<file path="config.mk">
export PLATFORM = sky130hd
export DESIGN_NAME = lpf_ctrl
export DESIGN_NICKNAME = d
export VERILOG_FILES = /design/src/rtl/lpf_ctrl.sv
export SDC_FILE = /design/constraint.sdc
export NUM_CORES = 1
export LEC_CHECK = 0
export ABC_AREA = 1
export CAP_MARGIN = 25
export CORE_ASPECT_RATIO = 0.8
export CORE_MARGIN = 2
export CORE_UTILIZATION = 46
export DETAILED_ROUTE_END_ITERATION = 8
export HOLD_SLACK_MARGIN = 0.1
export PLACE_DENSITY = 0.77
export SYNTH_ARGS = -nofsm -noshare
export SYNTH_HDL_FRONTEND = slang
export SYNTH_SLANG_ARGS = --single-unit
</file>
<file path="constraint.sdc">
create_clock -name clk -period 1.45 [get_ports clk]
set_input_delay 0.145 -clock clk [delete_from_list [all_inputs] [get_ports clk]]
set_output_delay 0.145 -clock clk [all_outputs]
set_load 0.02 [all_outputs]
</file>
<file path="src/rtl/lpf_ctrl.sv">
// Low-pass filter control: CPU shadow registers, serial frame to the
// analog front end, and parallel pd/fc outputs updated after each frame.
module lpf_ctrl #(
    parameter int N_CH     = 2,
    parameter int FC_W     = 8,
    parameter int ADDR_W   = 4,
    parameter int DATA_W   = 32,
    parameter int SCLK_DIV = 4
) (
    input  logic                 clk,
    input  logic                 rst,
    input  logic                 valid,
    input  logic [ADDR_W-1:0]    address,
    input  logic [DATA_W-1:0]    wdata,
    input  logic                 wstrb,
    output logic                 ready,
    output logic [DATA_W-1:0]    rdata,
    output logic                 busy,
    output logic [N_CH-1:0]      pd,
    output logic [N_CH*FC_W-1:0] fc,
    output logic                 sclk,
    output logic                 sdata,
    output logic                 sload
);

    localparam int CW = FC_W + 1;
    localparam int L  = N_CH * CW;
    localparam int BW = $clog2(L + 1);
    localparam int DW = $clog2(SCLK_DIV + 1);

    typedef enum logic [1:0] {IDLE, SHIFT, LOAD} state_t;

    state_t              state_q;
    logic [CW-1:0]       cfg_q [N_CH];
    logic [L-1:0]        snap;
    logic [L-1:0]        sr_q;
    logic [L-1:0]        frm_q;
    logic [BW-1:0]       bit_q;
    logic [DW-1:0]       div_q;
    logic                hi_q;
    logic                pend_q;
    logic                busy_q;
    logic                sclk_q;
    logic                sdata_q;
    logic                sload_q;
    logic [N_CH-1:0]     pd_q;
    logic [N_CH*FC_W-1:0] fc_q;
    logic                ready_q;
    logic [DATA_W-1:0]   rdata_q;
    logic [DATA_W-1:0]   rdata_d;
    logic                commit;
    logic                last_div;
    logic                go;

    assign commit   = valid && wstrb && (address == ADDR_W'(N_CH)) && wdata[0];
    assign last_div = (div_q == DW'(SCLK_DIV - 1));
    assign go       = (commit || pend_q) &&
                      ((state_q == IDLE) || (state_q == LOAD && last_div));

    // Channel 0 occupies the MSBs so it is shifted out first.
    always_comb begin
        snap = '0;
        for (int i = 0; i < N_CH; i++) begin
            snap[L-1-i*CW -: CW] = cfg_q[i];
        end
    end

    always_comb begin
        rdata_d = '0;
        if (valid && !wstrb) begin
            for (int i = 0; i < N_CH; i++) begin
                if (address == ADDR_W'(i)) rdata_d = DATA_W'(cfg_q[i]);
            end
            if (address == ADDR_W'(N_CH)) rdata_d = DATA_W'({pend_q, busy_q});
        end
    end

    always_ff @(posedge clk or negedge rst) begin
        if (!rst) begin
            ready_q <= 1'b0;
            rdata_q <= '0;
            for (int i = 0; i < N_CH; i++) cfg_q[i] <= '0;
        end else begin
            ready_q <= valid;
            rdata_q <= rdata_d;
            if (valid && wstrb) begin
                for (int i = 0; i < N_CH; i++) begin
                    if (address == ADDR_W'(i)) cfg_q[i] <= wdata[CW-1:0];
                end
            end
        end
    end

    always_ff @(posedge clk or negedge rst) begin
        if (!rst) begin
            state_q <= IDLE;
            sr_q    <= '0;
            frm_q   <= '0;
            bit_q   <= '0;
            div_q   <= '0;
            hi_q    <= 1'b0;
            pend_q  <= 1'b0;
            busy_q  <= 1'b0;
            sclk_q  <= 1'b0;
            sdata_q <= 1'b0;
            sload_q <= 1'b0;
            pd_q    <= '0;
            fc_q    <= '0;
        end else begin
            unique case (state_q)
                IDLE: ;
                SHIFT: begin
                    div_q <= div_q + 1'b1;
                    if (last_div) begin
                        div_q <= '0;
                        if (!hi_q) begin
                            hi_q   <= 1'b1;
                            sclk_q <= 1'b1;
                        end else begin
                            hi_q   <= 1'b0;
                            sclk_q <= 1'b0;
                            if (bit_q == BW'(L - 1)) begin
                                sdata_q <= 1'b0;
                                sload_q <= 1'b1;
                                state_q <= LOAD;
                            end else begin
                                bit_q   <= bit_q + 1'b1;
                                sr_q    <= {sr_q[L-2:0], 1'b0};
                                sdata_q <= sr_q[L-2];
                            end
                        end
                    end
                end
                LOAD: begin
                    div_q <= div_q + 1'b1;
                    if (last_div) begin
                        div_q   <= '0;
                        sload_q <= 1'b0;
                        busy_q  <= 1'b0;
                        state_q <= IDLE;
                        for (int i = 0; i < N_CH; i++) begin
                            pd_q[i] <= frm_q[L-1-i*CW];
                            fc_q[i*FC_W +: FC_W] <= frm_q[L-2-i*CW -: FC_W];
                        end
                    end
                end
                default: state_q <= IDLE;
            endcase
            // A new frame overrides the LOAD exit so busy stays high.
            if (go) begin
                state_q <= SHIFT;
                sr_q    <= snap;
                frm_q   <= snap;
                sdata_q <= snap[L-1];
                sclk_q  <= 1'b0;
                bit_q   <= '0;
                div_q   <= '0;
                hi_q    <= 1'b0;
                busy_q  <= 1'b1;
                pend_q  <= 1'b0;
            end else if (commit) begin
                pend_q  <= 1'b1;
            end
        end
    end

    assign ready = ready_q;
    assign rdata = rdata_q;
    assign busy  = busy_q;
    assign pd    = pd_q;
    assign fc    = fc_q;
    assign sclk  = sclk_q;
    assign sdata = sdata_q;
    assign sload = sload_q;

endmodule
</file>
==> reports/metrics.yaml <==
pwr-share-comb: 0.070
die_y_um: 90.9
status: "finished, violations left"
rsz0062_at_grt: "yes"
async_reset_ff_frac: 1.00
grt_usage: 0.205
grt-ovfl-total: 0
routabilityCongestion: 0.801
swShare: 0.227
setup_ws_ps: -116
synth_edf_count: 0
startpoint_type: "register"
antenna_found_initial: 0
cap_viol_max_count: 0
setup_tns_ps: -1710
cp.required_ps: 1730
portBuffers: 48
end_kind: "register"
clkPwrFrac: 0.440
cts_tree: "yes"
r2r_end: "sr_q[3]$_DFFE_PN0P_"
ys_top_cells_by_count: "nand2_1, dfrtp_1, nand3_1"
cts.path.max_buffers: 2
seq_area_frac_synth: 0.553
clkTransAtPathRegs_ps: 60
synth_top_area_frac: 0.553
power.switching_mw: 1.34
yosysTopAreaCell: "dfrtp_1"
wl_per_cell_um: 14.2
grt_pass1_wl_mm: 16.6
path_class: "reg -> reg"
violations: "negative setup slack"
diodes: 0
postRouteWirelength_mm: 9.97
syn2layout_area_growth_pct: 31.4
drive_gt1_frac: 0.166
synthDistinctLibCells: 25
r2r-start: "bit_q[0]$_DFFE_PN0P_"
post-route-drc-count: 0
first_global_vias: 3381
clock_skew_ps: 9.41
power_density_nw_per_um2: 1030
ant_nets: 0
ys_seq_elements: 96
vdd_drop_max_mv: 0.753
reg2reg_slack_ps: -120
dp_slack_ps: -244
fin_crit_ps: 1570
dieArea_sq_um: 10200
finalSetupViolations: 22
start_util: 0.477
num_rows: 31
internal-power_mw: 4.56
synth_most_common_cell: "nand2_1"
cts_inserted_buffers: 9
num_io_pins: 95
coreArea_sq_um: 9110
hold_path_class: "in -> async"
netlist_instances: 500
finalHoldViolations: 0
synth.top_cells.by_area: "dfrtp_1, nand2_1, nand3_1, buf_4, inv_1"
fin_hold_ws_ps: 248
arrival_ps: 1850
vias: 3467
nets: 626
htree_levels: 3
period_share: 1.08
hpwl_mm: 6.57
synth_ff_type: "dfrtp_1"
grt_max_degree: 29
p_seq_frac: 0.490
synth_warnings: 0
routed_via_density: 4.95
r2r_cells: 8
fin_util: 0.627
fp.dieW_um: 113
firstDrtPassIters: 6
max_freq_mhz: 638
initialDrtViolationCount: 192
slew_violations: 0
power_mw: 5.90
clk-insertion-delay-late_ps: 350
synth_area_sq_um: 4350
cts_root_buf: "clkbuf_16"
synth_area_per_cell_sq_um: 8.69
leakage_nw: 3.30
crit_path_max_fanout: 10
clock-sinks: 96
worst max-delay path: stages, from the launching register on:
cell       delay, ps
dfrtp_1          390
ha_1             240
nand3_2          110
inv_1             90
nor2_4           190
buf_4            150
clkbuf_16        140
nand3_1           80
nand3_1           90
routing by layer:
metal,global-route usage,up-vias,wire length [um]
met2,0.324,104,4660
met4,0.0498,0,187
met1,0.282,1659,4350
li1,-,1684,-
met3,0.0581,20,773
met5,0,-,0
flip-flops by register name (all words and copies together) (netlist names), 2 cells and up:
register  flops
bit_q         5
cfg_q        18
div_q         3
fc           16
frm_q        18
pd            2
rdata         9
sr_q         17
state_q       2
final cells by class:
| class | count | area [sq um] |
|---|---|---|
| fill | 715 | 3400 |
| sequential | 96 | 2400 |
| multi-input combinational | 340 | 1700 |
| timing repair buffer | 89 | 961 |
| clock buffer | 15 | 308 |
| inverter | 44 | 168 |
| tap | 115 | 144 |
| clock inverter | 1 | 30.0 |
placed cells by master, fill, tap and decap left out, drive strengths merged:
cell type / instances
buf: 40
nand2: 186
clkdlybuf4s50: 17
inv: 43
bufinv: 1
a31oi: 2
and2: 1
dlymetal6s2s: 13
clkinv: 1
nand3: 65
dfrtp: 96
xor2: 3
ha: 6
a21oi: 11
clkbuf: 16
dlygate4sd3: 1
nor2: 12
o21ai: 26
conb: 23
nand3b: 5
dlygate4sd2: 17
cells by family (layout without fill, tap and decap cells):
family / count (synthesis) / in the layout / synth area share
AND/OR/NAND/NOR: 269 / 269 / 0.271
other: 1 / 23 / 0.000863
AO/OA/AOI/OAI: 39 / 39 / 0.0455
XOR/XNOR: 3 / 3 / 0.00605
adder cells (fa/ha/maj): 6 / 6 / 0.0173
buffers and inverters: 86 / 149 / 0.107
flip-flops: 96 / 96 / 0.553
power groups by stage:
stage | logic [mW] | registers (mW) | clock network, mW
final | 0.414 | 2.89 | 2.59
after global routing | 0.464 | 2.90 | 2.75
after CTS | 0.408 | 2.88 | 2.63
after detailed placement | 0.399 | 2.93 | 0
after global placement | 0.381 | 2.92 | 0
after floorplan | 0.246 | 2.90 | 0
metrics by stage:
| step | instances | cell area (sq um) |
|---|---|---|
| after CTS | 694 | 5540 |
| after detailed placement | 674 | 5100 |
| after global placement | 674 | 5100 |
| after global routing | 700 | 5710 |
| after floorplan | 522 | 4430 |
| final | 700 | 5710 |
timing repair:
action                                  4_1_cts  5_1_grt
pin swaps                                     5        1
endpoints found under the setup margin       58       80
endpoints found under the hold margin        96        0
cloned                                        1        1
setup buffers                                 2        5
gates resized for setup                      40       32
hold buffers                                  1        0
how the worst max path moves through the flow:
stage	from	end	slack, ps	cells after the start
6_report	bit_q[0]$_DFFE_PN0P_	sr_q[3]$_DFFE_PN0P_	-120	8
4_1_cts	div_q[0]$_DFFE_PN0P_	sr_q[12]$_DFFE_PN0P_	-90	11
3_3_place_gp	address[1]	sr_q[3]$_DFFE_PN0P_	-190	9
5_1_grt	div_q[0]$_DFFE_PN0P_	sr_q[14]$_DFFE_PN0P_	-200	11
2_1_floorplan	div_q[0]$_DFFE_PN0P_	sr_q[10]$_DFFE_PN0P_	40	9
3_5_place_dp	address[1]	sr_q[3]$_DFFE_PN0P_	-240	9
Power figures use the tool's default switching activity.
